`config.mk`:
```
export PLATFORM = sky130hd
export DESIGN_NAME = clk_period_monitor
export DESIGN_NICKNAME = d
export VERILOG_FILES = /design/src/rtl/clk_period_monitor.sv
export SDC_FILE = /design/constraint.sdc
export NUM_CORES = 1
export LEC_CHECK = 0
export BUFFER_PORTS_ARGS = -buffer_cell sky130_fd_sc_hd__buf_4
export CAP_MARGIN = 10
export CORE_AREA = 2 2 85 87
export CTS_CLUSTER_SIZE = 14
export DETAILED_ROUTE_END_ITERATION = 8
export DIE_AREA = 0 0 87 89
export PLACE_DENSITY = 0.78
export SYNTH_ARGS = -nofsm -noshare
export SYNTH_HDL_FRONTEND = slang
export SYNTH_SLANG_ARGS = --single-unit
```
`constraint.sdc`:
```
create_clock -name sys_clk -period 2.7 [get_ports sys_clk]
set_clock_uncertainty 0.1 [all_clocks]
set_input_delay 0.27 -clock sys_clk [delete_from_list [all_inputs] [get_ports sys_clk]]
set_output_delay 0.27 -clock sys_clk [all_outputs]
set_load 0.005 [all_outputs]
```
`src/rtl/clk_period_monitor.sv`:
```
`timescale 1ns/1ps
// clk_period_monitor: measures the period of one divided clock in sys_clk cycles,
// checks it against EXP_PERIOD +/- TOL, tracks lock and counts errors.
module clk_period_monitor #(
    parameter int EXP_PERIOD = 100_000_000,
    parameter int TOL        = 1000,
    parameter int LOCK_N     = 4,
    parameter int CNT_W      = 27
) (
    input  logic             sys_clk,
    input  logic             rst,
    input  logic             mon_clk,
    input  logic             en,
    input  logic             clr_err,
    output logic [CNT_W-1:0] period,
    output logic             period_valid,
    output logic             in_tol,
    output logic             locked,
    output logic             stuck,
    output logic [7:0]       err_cnt
);
    localparam int CMP_W = CNT_W + 1;
    localparam int LCK_W = $clog2(LOCK_N + 1);

    // One extra bit so HI+1 can never wrap back into range.
    localparam logic [CMP_W-1:0] HI       = CMP_W'(EXP_PERIOD + TOL);
    localparam logic [CMP_W-1:0] LO       = CMP_W'(EXP_PERIOD - TOL);
    localparam logic [CMP_W-1:0] LIMIT    = HI + CMP_W'(1);
    localparam logic [LCK_W-1:0] LOCK_MAX = LCK_W'(LOCK_N);

    typedef enum logic [1:0] {IDLE, ARM, MEAS, LOST} state_t;

    state_t           state, state_nxt;
    logic             s1, s2, s3;
    logic             rise;
    logic [CNT_W-1:0] cnt;
    logic [CMP_W-1:0] cnt_x;
    logic [LCK_W-1:0] lock_cnt, lock_inc;
    logic             report, timeout, recover;
    logic             rpt_ok, err_inc;

    // NOTE: non-blocking assignments so every flop samples its pre-edge inputs.
    always_ff @(posedge sys_clk or posedge rst) begin
        if (rst) begin
            s1 <= 1'b0;
            s2 <= 1'b0;
            s3 <= 1'b0;
        end else begin
            s1 <= mon_clk;
            s2 <= s1;
            s3 <= s2;
        end
    end

    assign rise     = s2 & ~s3;
    assign cnt_x    = {1'b0, cnt};
    assign rpt_ok   = (cnt_x >= LO) && (cnt_x <= HI);
    assign lock_inc = (lock_cnt == LOCK_MAX) ? LOCK_MAX : lock_cnt + LCK_W'(1);
    assign err_inc  = timeout | (report & ~rpt_ok);

    always_comb begin
        // NOTE: every signal assigned here gets a default first, so no latch is inferred.
        state_nxt = state;
        report    = 1'b0;
        timeout   = 1'b0;
        recover   = 1'b0;
        if (!en) begin
            state_nxt = IDLE;
        end else begin
            case (state)
                IDLE: if (rise) state_nxt = ARM;
                ARM: begin
                    if (rise) begin
                        state_nxt = MEAS;
                    end else if (cnt_x == LIMIT) begin
                        timeout   = 1'b1;
                        state_nxt = LOST;
                    end
                end
                MEAS: begin
                    if (rise) begin
                        report = 1'b1;
                    end else if (cnt_x == LIMIT) begin
                        timeout   = 1'b1;
                        state_nxt = LOST;
                    end
                end
                LOST: begin
                    if (rise) begin
                        recover   = 1'b1;
                        state_nxt = ARM;
                    end
                end
                default: state_nxt = IDLE;
            endcase
        end
    end

    always_ff @(posedge sys_clk or posedge rst) begin
        if (rst) begin
            state        <= IDLE;
            cnt          <= '0;
            lock_cnt     <= '0;
            period       <= '0;
            period_valid <= 1'b0;
            in_tol       <= 1'b0;
            locked       <= 1'b0;
            stuck        <= 1'b0;
            err_cnt      <= '0;
        end else begin
            state        <= state_nxt;
            period_valid <= report;

            if (report) begin
                period <= cnt;
                in_tol <= rpt_ok;
            end

            // Counter is held on the timeout edge and while IDLE or LOST.
            if (!en) begin
                cnt <= '0;
            end else if (rise) begin
                cnt <= CNT_W'(1);
            end else if ((state == ARM || state == MEAS) && !timeout) begin
                cnt <= cnt + CNT_W'(1);
            end

            if (!en || timeout || (report && !rpt_ok)) begin
                lock_cnt <= '0;
                locked   <= 1'b0;
            end else if (report) begin
                lock_cnt <= lock_inc;
                locked   <= (lock_inc == LOCK_MAX);
            end

            if (timeout) begin
                stuck <= 1'b1;
            end else if (recover) begin
                stuck <= 1'b0;
            end

            if (clr_err) begin
                err_cnt <= '0;
            end else if (err_inc && err_cnt != 8'hFF) begin
                err_cnt <= err_cnt + 8'd1;
            end
        end
    end

endmodule
```
==> summary.md <==
| Metric | Value |
|---|---|
| Antenna-violating nets left | 0 |
| Initial antenna violation count | 0 |
| Slew @ Worst Pin | 0.918 ns |
| Sw frac | 25.4% |
| Routed vias | 3065 |
| Tcrit/Tclk final | 94.6% |
| Cell Area, Synth | 3870 um^2 |
| Placed inst area | 4270 um^2 |
| Hold path cells | 2 |
| Post-layout min period | 2.55 ns |
| Worst-path clk slew | 0.08 ns |
| CTS tree | built |
| Total gr overflow | 0 |
| Post-Synth Adder-Cell Area | 2.91% |
| Chip width | 87 um |
| Layout Nets | 473 |
| Port bufs | 43 |
| Placed insts | 525 |
| Largest family of logic cells by synthesized area | simple AND/OR/NAND/NOR gates |
| Crit path top cell by count | inv_1 |
| Dpl ws | 0.179 ns |
| Fill cells | 540 |
| Mux contribution to synthesized area | 1.42% |
| Slowest stage delay, CP | 0.49 ns |
| Diode count | 0 |
| Residual DRC | 0 |
| Crit-path cells | inv_1, ha_1, inv_1, nand3_1, nor4_4, buf_4, a2111oi_4, or4_1, a21oi_1 |
| Root Buffer | clkbuf_8 |
| Int Pwr | 1.89 mW |
| Worst EP required | 2.89 ns |
| Core Region | 6720 um^2 |
| RSZ-0062 raised after global routing | no |
| CTS resizes | 0 |
| Leakage | 2.13 nW |
| Synth Instances | 410 |
| Area leader, netlist | dfrtp_1 |
| Post-synth EDFFs | 0 |
| Die footprint | 7740 um^2 |
| CTS Buffer Depth | 2 |
| Asr flop ratio synth | 100% |
| Post-Syn Nets | 424 |
| Layout Cells excl Fill | 543 |
| Post-route cell area | 4540 um^2 |
| Comb pwr share | 12.6% |
| Synth area leaders | dfrtp_1 (48%), nand2_1 (8.4%), nor2_1 (5.0%) |
| Die H | 89 um |
| Slew Limit Fails | 0 |
| Sequential share of the synthesized area | 47.8% |
| GPL Wtd Cong | 0.873 |
| Setup TNS | 0 ns |
| WL final | 8070 um |
| Synth warn | 0 |
| Largest net degree at the start of global routing | 50 |
| DR iter-0 viols | 177 |
| First-pass GRT wire length | 13800 um |
| Dpl hpwl | 5730 um |
| Hold Crit Class | in2reg |
| Slowest library cell on the worst path | or4_1 |
| Synth cell types | 65 |
| Startpoint types | flop |
| Layout cells sized above 1 | 19.2% |
| Synth Area in Compound Gates | 10.3% |
| NetSw | 0.644 mW |
| Min setup slack post-route | 0.145 ns |
| Pwr/cell area | 559 nW/um^2 |
| WP buf/inv | 3 |
| 1st-pass router iterations | 4 |
| Worst-skew pair later-pin latency | 0.36 ns |
| Synth top cells by count | nand2_1 (87), dfrtp_1 (74), nor2_1 (52) |
| Slew Limit Headroom | 38.7% |
| Most common cell in the synthesized netlist | nand2_1 |
| Proportion of netlist area held by the largest area contributor | 47.8% |
| Worst Path Max Fanout | 11 |
| Hold_ws | 0.0820 ns |
| Vias in the first global route | 2960 |
| Yosys reg bits | 74 |
| Top Ports | 44 |
| Reg2reg path depth | 9 |
| Sequential share of power | 46.5% |
| Setup CP Type | reg2reg |
| Clk sinks | 74 |
| Avg Cell Area, Syn | 9.45 um^2 |
| Final setup viols | 0 |
| Final hold violation count | 0 |
| Area delta synth->final | 17.1% |
| Max frequency | 0.391 GHz |
| Max_cap viols | 0 |
| GRT Overall Usage | 22.8% |
| VDD IR-drop max | 398 uV |
| CTS buffer count | 9 |
| Crit end category | flop |
| Most used DFF post-synth | dfrtp_1 |
| Simple-Gate Fraction of Synth Area | 27.7% |
| WL/cell | 14.9 um |
| Clock Power Share | 40.9% |
| Post-synthesis xor/xnor area fraction | 5.88% |
| Starting Density | 57.7% |
| Critical path's top delay family | simple AND/OR/NAND/NOR gates |
| Status | finished clean |
| Total stage count of the critical path | 9 |
| H-tree levels | 3 |
| Rows | 30 |
| Vias/cell | 5.64 |
| Worst path arrival time | 2.74 ns |
-- final timing paths --
kind | from | end | slack (ns)
worst max-delay path | state[0] | err_cnt[4] | 0.15
worst min-delay path | clr_err | err_cnt[4] | 0.08
worst max register to register | state[0] | err_cnt[4] | 0.15
worst min register to register | s1 | s2 | 0.26
max in group asynchronous | rst | period[4] | 1.42
min in group asynchronous | rst | period[11] | 0.42
-- flip-flops by register name (all words and copies together), names as in the netlist --
register,flops
s3,1
period_valid,1
s2,1
cnt,27
s1,1
state,2
locked,1
lock_cnt,3
err_cnt,8
stuck,1
in_tol,1
period,27
-- metrics by stage --
step	utilization [%]	total power [mW]
2_1_floorplan	-	1.42
3_5_place_dp	63.5	1.52
5_1_grt	67.5	2.65
4_1_cts	67.4	2.55
6_report	67.5	2.54
3_3_place_gp	63.5	1.51
-- area by class of cell --
class / instances / area [um^2] / area share, %
Clock buffer: 10 / 138 / 3.03
Clock inverter: 5 / 103 / 2.26
Inverter: 13 / 48.8 / 1.08
Multi-Input combinational cell: 306 / 1870 / 41.1
Sequential cell: 74 / 1850 / 40.8
Tap cell: 80 / 100 / 2.21
Timing Repair Buffer: 55 / 430 / 9.49
-- repair_timing --
item,CTS,global route
setup buffers,0,1
endpoints found under the hold margin,26,0
setup endpoints to repair,0,1
hold buffers,2,0
-- cells in the final DEF, fill, tap and decap left out, drive strengths merged, types with 4 or more instances in the layout --
cell / instances
nand2: 87
dfrtp: 74
nor2: 53
buf: 53
nand3: 22
xor2: 16
a21oi: 14
o21ai: 13
inv: 13
xnor2: 10
clkbuf: 10
ha: 9
nor3: 8
nand4: 8
or3: 5
nor2b: 4
mux2: 4
-- metal layers --
layer  wire length, um  track usage, %
met1              3660            30.7
met2              3910            36.5
met3               363            4.43
met4               130            9.38
met5                 0               0
-- logic make-up (layout without fill, tap and decap cells) --
group | count (synthesis) | count (layout)
compound gates | 53 | 53
xor+xnor | 26 | 26
fa+ha+maj | 9 | 9
buf+inv | 30 | 83
mux | 5 | 5
simple gates | 213 | 213
flops | 74 | 74
-- power by group through the flow --
stage / Clock, mW / Sequential [mW] / Combinational (mW)
2_1_floorplan: 0 / 1.20 / 0.227
3_3_place_gp: 0 / 1.20 / 0.306
3_5_place_dp: 0 / 1.20 / 0.313
4_1_cts: 1.05 / 1.18 / 0.319
5_1_grt: 1.09 / 1.19 / 0.367
6_report: 1.04 / 1.18 / 0.320
No activity file was read; power rests on OpenSTA's default activity.
